<file path="config.mk">
export PLATFORM = sky130hd
export DESIGN_NAME = cp0_exc_ctrl_flat
export DESIGN_NICKNAME = d
export VERILOG_FILES = /design/src/rtl/cp0_exc_pkg.sv /design/src/rtl/cp0_exc_ctrl_if.sv /design/src/rtl/cp0_exc_prio.sv /design/src/rtl/cp0_exc_ctrl.sv /design/src/flat_wrapper.sv
export SDC_FILE = /design/constraint.sdc
export NUM_CORES = 1
export LEC_CHECK = 0
export ABC_AREA = 1
export BUFFER_PORTS_ARGS = -buffer_cell sky130_fd_sc_hd__buf_4
export CAP_MARGIN = 5
export CORE_MARGIN = 8
export CORE_UTILIZATION = 52
export DETAILED_ROUTE_END_ITERATION = 10
export PLACE_DENSITY = 0.93
export SYNTH_ARGS = -nofsm -noshare
export SYNTH_HDL_FRONTEND = slang
export SYNTH_HIERARCHICAL = 1
export SYNTH_SLANG_ARGS = --single-unit
</file>
<file path="constraint.sdc">
create_clock -name clk -period 5.7 [get_ports clk]
set_input_delay 1.14 -clock clk [delete_from_list [all_inputs] [get_ports clk]]
set_output_delay 1.14 -clock clk [all_outputs]
set_load 0.01 [all_outputs]
</file>
<file path="src/rtl/cp0_exc_pkg.sv">
// Shared constants for the commit-stage exception/ERET controller:
// ExcCodes, exc vector bit positions, FSM state encodings and the entry PC.
package cp0_exc_pkg;

  localparam logic [4:0] EXC_INT  = 5'h00;
  localparam logic [4:0] EXC_ADEL = 5'h04;
  localparam logic [4:0] EXC_ADES = 5'h05;
  localparam logic [4:0] EXC_SYS  = 5'h08;
  localparam logic [4:0] EXC_BP   = 5'h09;
  localparam logic [4:0] EXC_RI   = 5'h0a;
  localparam logic [4:0] EXC_OV   = 5'h0c;

  localparam int EB_PC_ADDR = 7;
  localparam int EB_RI      = 6;
  localparam int EB_OV      = 5;
  localparam int EB_SYS     = 4;
  localparam int EB_BRK     = 3;
  localparam int EB_ADEL    = 2;
  localparam int EB_ADES    = 1;
  localparam int EB_ERET    = 0;

  localparam logic [1:0] S_IDLE     = 2'd0;
  localparam logic [1:0] S_FLUSH    = 2'd1;
  localparam logic [1:0] S_REDIRECT = 2'd2;

  localparam logic [31:0] EXC_VEC_DEF = 32'hbfc00380;

endpackage

</file>
<file path="src/rtl/cp0_exc_ctrl_if.sv">
// Redirect handshake from the exception controller (master) to fetch (slave).
interface cp0_exc_ctrl_if;
  logic        redirect_valid;
  logic [31:0] redirect_pc;
  logic        redirect_ready;

  modport master (output redirect_valid, output redirect_pc, input redirect_ready);
  modport slave  (input redirect_valid, input redirect_pc, output redirect_ready);
endinterface

</file>
<file path="src/rtl/cp0_exc_prio.sv">
// Per-slot priority encoder: picks the highest-priority cause among the
// interrupt and the slot's exc bits and reports its ExcCode / BadVAddr source.
module cp0_exc_prio
  import cp0_exc_pkg::*;
(
  input  logic [7:0] exc,
  input  logic       int_i,
  output logic       hit,
  output logic [4:0] excode,
  output logic       badv_we,
  output logic       badv_pc,
  output logic       is_eret
);

  always_comb begin
    hit     = int_i | (|exc);
    excode  = '0;
    badv_we = 1'b0;
    badv_pc = 1'b0;
    is_eret = 1'b0;
    if (int_i) begin
      excode = EXC_INT;
    end else if (exc[EB_PC_ADDR]) begin
      excode  = EXC_ADEL;
      badv_we = 1'b1;
      badv_pc = 1'b1;
    end else if (exc[EB_RI]) begin
      excode = EXC_RI;
    end else if (exc[EB_OV]) begin
      excode = EXC_OV;
    end else if (exc[EB_SYS]) begin
      excode = EXC_SYS;
    end else if (exc[EB_BRK]) begin
      excode = EXC_BP;
    end else if (exc[EB_ADEL]) begin
      excode  = EXC_ADEL;
      badv_we = 1'b1;
    end else if (exc[EB_ADES]) begin
      excode  = EXC_ADES;
      badv_we = 1'b1;
    end else if (exc[EB_ERET]) begin
      is_eret = 1'b1;
    end
  end

endmodule

</file>
<file path="src/rtl/cp0_exc_ctrl.sv">
// Exception/ERET sequencer: arbitrates both commit slots, pulses the CP0 update,
// holds flush for FLUSH_CYCLES, then hands the redirect PC to fetch.
// Interrupt arbitration is compiled in only with CP0_EXC_INT_EN defined.
module cp0_exc_ctrl
  import cp0_exc_pkg::*;
#(
  parameter int unsigned FLUSH_CYCLES = 2,
  parameter logic [31:0] EXC_VEC      = EXC_VEC_DEF
) (
  input  logic        clk,
  input  logic        rst,
  input  logic        valid_i1,
  input  logic        valid_i2,
  input  logic [7:0]  exc_i1,
  input  logic [7:0]  exc_i2,
  input  logic [31:0] pc_i1,
  input  logic [31:0] pc_i2,
  input  logic [31:0] badaddr_i1,
  input  logic [31:0] badaddr_i2,
  input  logic        dslot_i1,
  input  logic        dslot_i2,
  input  logic        int_pending,
  input  logic [31:0] epc_i,
  output logic        cp0_we,
  output logic [4:0]  cp0_excode,
  output logic [31:0] cp0_epc,
  output logic        cp0_bd,
  output logic        cp0_badv_we,
  output logic [31:0] cp0_badvaddr,
  output logic        cp0_exl_clr,
  output logic        flush,
  output logic        stall,
  cp0_exc_ctrl_if.master rd
);

  localparam logic [3:0] CNT_INIT = 4'(FLUSH_CYCLES - 1);

  logic        int_en;
`ifdef CP0_EXC_INT_EN
  assign int_en = int_pending;
`else
  logic unused_int;
  assign unused_int = int_pending;
  assign int_en     = 1'b0;
`endif

  // Interrupt rides on the oldest valid slot; with no valid slot it waits.
  logic int1, int2;
  assign int1 = int_en & valid_i1;
  assign int2 = int_en & ~valid_i1 & valid_i2;

  logic       hit1, hit2, bw1, bw2, bp1, bp2, er1, er2;
  logic [4:0] code1, code2;

  cp0_exc_prio u_prio1 (.exc(exc_i1), .int_i(int1), .hit(hit1), .excode(code1),
                        .badv_we(bw1), .badv_pc(bp1), .is_eret(er1));
  cp0_exc_prio u_prio2 (.exc(exc_i2), .int_i(int2), .hit(hit2), .excode(code2),
                        .badv_we(bw2), .badv_pc(bp2), .is_eret(er2));

  logic        sel1, ev;
  logic        s_bw, s_bp, s_er, s_ds;
  logic [4:0]  s_code;
  logic [31:0] s_pc, s_ba;

  assign sel1   = valid_i1 & hit1;
  assign ev     = sel1 | (valid_i2 & hit2);
  assign s_bw   = sel1 ? bw1        : bw2;
  assign s_bp   = sel1 ? bp1        : bp2;
  assign s_er   = sel1 ? er1        : er2;
  assign s_ds   = sel1 ? dslot_i1   : dslot_i2;
  assign s_code = sel1 ? code1      : code2;
  assign s_pc   = sel1 ? pc_i1      : pc_i2;
  assign s_ba   = sel1 ? badaddr_i1 : badaddr_i2;

  logic [1:0]  state_q, state_d;
  logic [3:0]  cnt_q, cnt_d;
  logic        we_q, we_d, bd_q, bd_d, bw_q, bw_d, exl_q, exl_d;
  logic        flush_q, flush_d, stall_q, stall_d, rv_q, rv_d;
  logic [4:0]  code_q, code_d;
  logic [31:0] epc_q, epc_d, bva_q, bva_d, rpc_q, rpc_d;

  always_comb begin
    state_d = state_q;
    cnt_d   = cnt_q;
    we_d    = 1'b0;
    bw_d    = 1'b0;
    exl_d   = 1'b0;
    bd_d    = bd_q;
    code_d  = code_q;
    epc_d   = epc_q;
    bva_d   = bva_q;
    rpc_d   = rpc_q;
    flush_d = flush_q;
    stall_d = stall_q;
    rv_d    = rv_q;
    case (state_q)
      S_IDLE: if (ev) begin
        state_d = S_FLUSH;
        cnt_d   = CNT_INIT;
        flush_d = 1'b1;
        stall_d = 1'b1;
        if (s_er) begin
          exl_d = 1'b1;
          rpc_d = epc_i;
        end else begin
          we_d   = 1'b1;
          code_d = s_code;
          epc_d  = s_ds ? s_pc - 32'd4 : s_pc;
          bd_d   = s_ds;
          rpc_d  = EXC_VEC;
          if (s_bw) begin
            bw_d  = 1'b1;
            bva_d = s_bp ? s_pc : s_ba;
          end
        end
      end
      S_FLUSH: begin
        if (cnt_q == 4'd0) begin
          state_d = S_REDIRECT;
          flush_d = 1'b0;
          rv_d    = 1'b1;
        end else begin
          cnt_d = cnt_q - 4'd1;
        end
      end
      S_REDIRECT: if (rd.redirect_ready) begin
        state_d = S_IDLE;
        rv_d    = 1'b0;
        stall_d = 1'b0;
      end
      default: state_d = S_IDLE;
    endcase
  end

  always_ff @(posedge clk) begin
    if (rst) begin
      state_q <= S_IDLE;
      cnt_q   <= '0;
      we_q    <= 1'b0;
      bw_q    <= 1'b0;
      exl_q   <= 1'b0;
      bd_q    <= 1'b0;
      code_q  <= '0;
      epc_q   <= '0;
      bva_q   <= '0;
      rpc_q   <= '0;
      flush_q <= 1'b0;
      stall_q <= 1'b0;
      rv_q    <= 1'b0;
    end else begin
      state_q <= state_d;
      cnt_q   <= cnt_d;
      we_q    <= we_d;
      bw_q    <= bw_d;
      exl_q   <= exl_d;
      bd_q    <= bd_d;
      code_q  <= code_d;
      epc_q   <= epc_d;
      bva_q   <= bva_d;
      rpc_q   <= rpc_d;
      flush_q <= flush_d;
      stall_q <= stall_d;
      rv_q    <= rv_d;
    end
  end

  assign cp0_we            = we_q;
  assign cp0_excode        = code_q;
  assign cp0_epc           = epc_q;
  assign cp0_bd            = bd_q;
  assign cp0_badv_we       = bw_q;
  assign cp0_badvaddr      = bva_q;
  assign cp0_exl_clr       = exl_q;
  assign flush             = flush_q;
  assign stall             = stall_q;
  assign rd.redirect_valid = rv_q;
  assign rd.redirect_pc    = rpc_q;

endmodule

</file>
<file path="src/flat_wrapper.sv">
// flat-port wrapper written by rule: the top's interface ports become plain ports
module cp0_exc_ctrl_flat import cp0_exc_pkg::*;
#(
  parameter int unsigned FLUSH_CYCLES = 2,
  parameter logic [31:0] EXC_VEC      = EXC_VEC_DEF
)
  (clk, rst, valid_i1, valid_i2, exc_i1, exc_i2, pc_i1, pc_i2, badaddr_i1, badaddr_i2, dslot_i1, dslot_i2, int_pending, epc_i, cp0_we, cp0_excode, cp0_epc, cp0_bd, cp0_badv_we, cp0_badvaddr, cp0_exl_clr, flush, stall, rd_redirect_valid, rd_redirect_pc, rd_redirect_ready);
  cp0_exc_ctrl_if rd_i ();
  input  logic clk;
  input  logic rst;
  input  logic valid_i1;
  input  logic valid_i2;
  input  logic [7:0] exc_i1;
  input  logic [7:0] exc_i2;
  input  logic [31:0] pc_i1;
  input  logic [31:0] pc_i2;
  input  logic [31:0] badaddr_i1;
  input  logic [31:0] badaddr_i2;
  input  logic dslot_i1;
  input  logic dslot_i2;
  input  logic int_pending;
  input  logic [31:0] epc_i;
  output logic cp0_we;
  output logic [4:0] cp0_excode;
  output logic [31:0] cp0_epc;
  output logic cp0_bd;
  output logic cp0_badv_we;
  output logic [31:0] cp0_badvaddr;
  output logic cp0_exl_clr;
  output logic flush;
  output logic stall;
  output wire logic [$bits(rd_i.redirect_valid)-1:0] rd_redirect_valid;
  output wire logic [$bits(rd_i.redirect_pc)-1:0] rd_redirect_pc;
  input wire logic [$bits(rd_i.redirect_ready)-1:0] rd_redirect_ready;
  assign rd_redirect_valid = rd_i.redirect_valid;
  assign rd_redirect_pc = rd_i.redirect_pc;
  assign rd_i.redirect_ready = rd_redirect_ready;
  cp0_exc_ctrl #(.FLUSH_CYCLES(FLUSH_CYCLES), .EXC_VEC(EXC_VEC)) u_core (.clk(clk), .rst(rst), .valid_i1(valid_i1), .valid_i2(valid_i2), .exc_i1(exc_i1), .exc_i2(exc_i2), .pc_i1(pc_i1), .pc_i2(pc_i2), .badaddr_i1(badaddr_i1), .badaddr_i2(badaddr_i2), .dslot_i1(dslot_i1), .dslot_i2(dslot_i2), .int_pending(int_pending), .epc_i(epc_i), .cp0_we(cp0_we), .cp0_excode(cp0_excode), .cp0_epc(cp0_epc), .cp0_bd(cp0_bd), .cp0_badv_we(cp0_badv_we), .cp0_badvaddr(cp0_badvaddr), .cp0_exl_clr(cp0_exl_clr), .flush(flush), .stall(stall), .rd(rd_i));
endmodule
</file>
* After elaboration in Yosys (flattened, before gate mapping)
Index checks and enable logic that the tools add are counted.
** Storage, ports and cells
- Bits in registers :: 114
- Word-level logic and storage cells :: 117
** Cells by class
- $add $sub $neg :: 2
- Reduce and logical (&&, ||, !) cells :: 17
- Mux-type cells :: 73
- Bitwise operators :: 6
- Equal/unequal tests :: 6
** Operators by type and width (number)
- $mux 32 :: 5
- $mux 4 :: 13
- $mux 1 :: 43
- $sub 32x3->32 const B :: 1
- $reduce_and 3->1 :: 6
- $reduce_or 8->1 :: 2
- $mux 3 :: 4
- $pmux 4 s2 :: 1
- $mux 2 :: 3
- $pmux 1 s2 :: 3
- $pmux 2 s3 :: 1
- $reduce_bool 2->1 :: 3
- $logic_not 4->1 :: 1
- $ne 2x1->1 const B :: 2
- $ne 2x2->1 const B :: 2
- $reduce_and 4->1 :: 1
- $reduce_or 4->1 :: 1
- $sub 4x1->4 const B :: 1
- $not 1->1 :: 3
- $reduce_or 3->1 :: 1
- $and 1x1->1 :: 2
- $eq 2x1->1 const B :: 1
- $eq 2x2->1 const B :: 1
- $logic_not 2->1 :: 1
- other kinds (2) :: 2

* Depth between registers and ports, before layout
- Depth after elaboration :: 11
- Gate-level depth with buffers :: 18

* Cells and area by module
Netlist, hierarchy kept.
** By module, submodules not included
- cp0_exc_ctrl :: times used 1, cells an instance 884, area an instance 6276.0 um^2, sequential area each 2282.2 um^2
- cp0_exc_prio :: times used 2, cells an instance 33, area an instance 165.2 um^2, sequential area each 0.0 um^2

* Least setup slack after synthesis
OpenSTA, ideal clock, no wires.
- Path kind :: input -> register
- Start :: input exc_i1[0]
- End :: register u_core.epc_q[14] (netlist: u_core/cp0_epc[14])
- Data arrival time :: 3.025 ns
- Buffers on the path :: 2
- Stages on the path :: 17
- Path slack :: 2.566 ns
- Path through :: nor3_1 > nand4_1 > nand2_2 > buf_6 > buf_8 > nand2_1 > nand2_2 > ha_1 > inv_1 > nor2_1 > nand2_4 > nor2_8 > nand2_1 > a21oi_1 > o21ai_1 > nand2_1 > inv_1
** On the way
- Elaborated cells between the ends (all ways) :: 18
- Those cells by class :: add/sub (1); mux (12); bitwise (3); reduce/logical (2)
** RTL lines
- start, declared :: RTL line flat_wrapper.sv:13 : input logic [7:0] exc_i1;
- $reduce_or 8->1 (*) :: RTL line cp0_exc_prio.sv:16 : hit = int_i | (|exc);
- via u_core.hit1 :: RTL line cp0_exc_ctrl.sv:52 : logic hit1, hit2, bw1, bw2, bp1, bp2, er1, er2;
- $and 1x1->1 (*) :: RTL line cp0_exc_ctrl.sv:65 : assign sel1 = valid_i1 & hit1;
- $mux 32 or $mux 1 (tied branches) :: RTL line cp0_exc_ctrl.sv:72, cp0_exc_ctrl.sv:69
- $sub 32x3->32 or $not 1->1 (tied branches)
- $mux 32 or $reduce_and 3->1 (tied branches)
- end signal, assigned :: RTL line cp0_exc_ctrl.sv:158 : epc_q <= epc_d;
- end, declared :: RTL line cp0_exc_ctrl.sv:80 : logic [31:0] epc_q, epc_d, bva_q, bva_d, rpc_q, rpc_d;
The timed path passes the listed nets; every way through them passes the cells marked *.
A chain may end at the register's enable or synchronous reset.

* Final worst setup path
- Start :: input exc_i1[0]
- End :: register u_core.bva_q[4] (netlist: u_core/cp0_badvaddr[4])
** On the way
- Elaborated cells between the ends (all ways) :: 19
- Those cells by class :: mux (14); bitwise (3); reduce/logical (2)
** RTL lines
- $reduce_or 8->1 (*) :: RTL line cp0_exc_prio.sv:16
- via u_core.hit1 :: RTL line cp0_exc_ctrl.sv:52
- $and 1x1->1 (*) :: RTL line cp0_exc_ctrl.sv:65
- $mux 1 :: RTL line cp0_exc_ctrl.sv:69 : assign s_er = sel1 ? er1 : er2;
- $not 1->1 (no source line)
- $reduce_and 4->1 (no source line)
- end signal, assigned :: RTL line cp0_exc_ctrl.sv:159 : bva_q <= bva_d;
- end, declared :: RTL line cp0_exc_ctrl.sv:80
Marked as above.

==> impl_metrics.ini <==
[synthesis]
syn_inst = 950
synth_cell_types = 42
yosysSeqAreaShare_pct = 34.5
syn-cell-area_um2 = 6610
synth_warnings = 6
synth.ff_latch_count = 114
syn_avg_cell_area_um2 = 6.95

[drt]
wirelength_um = 24300
drt_iter0_drc = 635
ant_nets = 0
viasPerCell = 5.30
wl_per_cell_um = 17.2
vias = 7477
drc = 0
firstDrtPassIters = 7

[power]
leakagePower_nw = 4.81
power_density_nw_per_um2 = 298
peakVddDrop_mv = 0.235

[floorplanning]
die_width_um = 129
rows = 41
dieArea_um2 = 16600
ios = 292
initial_core_util_pct = 52.8
coreArea_um2 = 12500
die_h_um = 129

[worst_hold_path]
holdPathEnd = u_core/flush
hp-start = u_core/flush
whs_path_depth = 2
min-delay-path-class = register to register

[sta]
rsz0062_at_grt = no
slew_headroom_pct = 36.2
fmax_mhz = 244
tightest_slew_ps = 953
post-route-min-period_ps = 4100
period_share_pct = 71.9
final_hold_viol_count = 0
setup_violations = 0
finalMaxSlewViolations = 0
holdWs_ps = 472
fin_setup_tns_ps = 0
finalClockSkew_ps = 7.11

[clock_tree]
clkSinkCount = 114
cts_hold_buf = 0
clock_latency_ps = 400
cts.reportedPaths.clkPinSlew_ps = 60
cts_buffers = 17
cts_buffer_depth = 2
cts_setup_buffers = 0
cts_resized = 0
cts_root_buf = clkbuf_16
htree_levels = 4
cts_tree = built

[placement]
place_congestion = 0.944
io_buffers = 290
hpwl_um = 18900
dpl_cell_area_um2 = 8830

[worst_setup_path]
required_ps = 5950
r2r-start = u_core/state_q[1]
crit_path_max_fanout = 66
reg2reg_slack_ps = 3730
start_kind = input pin
reg2reg_depth = 8
arrival_ps = 4340
critPathKind = input pin to register
worstReg2RegEnd = u_core/rd.redirect_pc[10]
end_kind = register

[cells_and_area]
finish.instance_area_um2 = 9460
drive_above_1_share_pct = 34.4
fill_cells = 987
fin_nets = 1414
final_cell_mix = buf_4 (298), nand2_1 (207), inv_1 (133)
diodes = 0
syn_to_final_growth_pct = 43.2
layout_commonest_cell = buf_4

[global_route]
first_global_vias = 7336
grt_pass1_wl_um = 37100
grt_use_total_pct = 28.4
antenna_found_initial = 0
gr-total-overflow = 0
grt_max_degree = 67

[run_status]
status = finished, final reports clean

[run]
cap_violations = 0
critical path, cell delays in order:
cell	delay (ps)
buf_4	120
nor3_1	170
nand4_1	100
buf_4	230
nand2_4	600
buf_4	490
nand2_1	170
o21ai_4	380
inv_2	480
nand3_1	260
a31oi_1	110
logic make-up after synthesis:
group	share of synthesized area (%)
mux	5.63
compound gates	18.4
buf+inv	12.8
flops	34.5
xor+xnor	1.19
simple gates	26.7
other cells	0.170
fa+ha+maj	0.568
power by group:
group	internal, mW	total [mW]	switching [mW]
clock	0.743	1.13	0.388
combinational	0.323	0.737	0.414
sequential	0.895	0.947	0.0523
how the worst max path moves through the flow:
stage,startpoint,slack [ps],endpoint
final,exc_i1[0],1600,u_core/cp0_badvaddr[4]
after global routing,exc_i1[0],1320,u_core/cp0_badvaddr[4]
after CTS,exc_i1[0],1630,u_core/cp0_badvaddr[4]
after detailed placement,exc_i1[0],1220,u_core/cp0_badvaddr[4]
after global placement,exc_i1[0],1290,u_core/cp0_badvaddr[4]
after floorplan,exc_i1[0],2570,u_core/cp0_epc[14]
metal layers:
layer  global-route usage (%)  share of wire (%)  vias up
li1                         -                  -     3639
met1                     31.7                 38     3353
met2                     50.2                 49      421
met3                     7.36                 10       64
met4                     11.4                3.1        0
met5                        0                  0        -
flip-flops by register name (all words and copies together) (netlist names), 2 cells and up:
register / cells
u_core/cp0_badvaddr: 32
u_core/cp0_epc: 32
u_core/rd.redirect_pc: 32
u_core/cp0_excode: 5
u_core/cnt_q: 4
u_core/state_q: 2
cell type report:
class                      count  area (um^2)  area share (%)
tap                          172          215            2.27
sequential                   114         2280            24.1
timing repair buffer         298         2240            23.6
inverter                     147          552            5.83
clock buffer                  19          443            4.68
multi-input combinational    649         3550            37.5
clock inverter                13          183            1.93
cell usage after synthesis, drive strengths merged:
library cell	count	area share (%)
a211oi	3	0.34
a21oi	24	1.9
a31oi	38	3.6
a32o	20	3.0
and2	1	0.095
buf	28	3.0
clkbuf	25	1.4
clkinv	4	0.23
conb	3	0.17
dfxtp	114	35
ha	3	0.57
inv	143	8.1
mux2	33	5.6
nand2	223	13
nand3	48	3.8
nand3b	1	0.11
nand4	10	0.95
nor2	106	7.1
nor3	9	0.98
o211ai	3	0.34
o21a	1	0.11
o21ai	83	7.1
o221a	1	0.17
o221ai	14	1.9
or2	3	0.28
xor2	9	1.2
stage by stage:
| stage | worst slack (ps) | power (mW) | utilization [%] | cells |
|---|---|---|---|---|
| after floorplan | 2570 | 1.34 | - | 963 |
| after CTS | 1630 | 2.81 | 75.6 | 1412 |
| after global routing | 1320 | 2.93 | 75.6 | 1412 |
| after global placement | 1290 | 1.67 | 70.6 | 1380 |
| final | 1600 | 2.82 | 75.6 | 1412 |
| after detailed placement | 1220 | 1.69 | 70.6 | 1380 |
No activity file was read; power rests on OpenSTA's default activity.
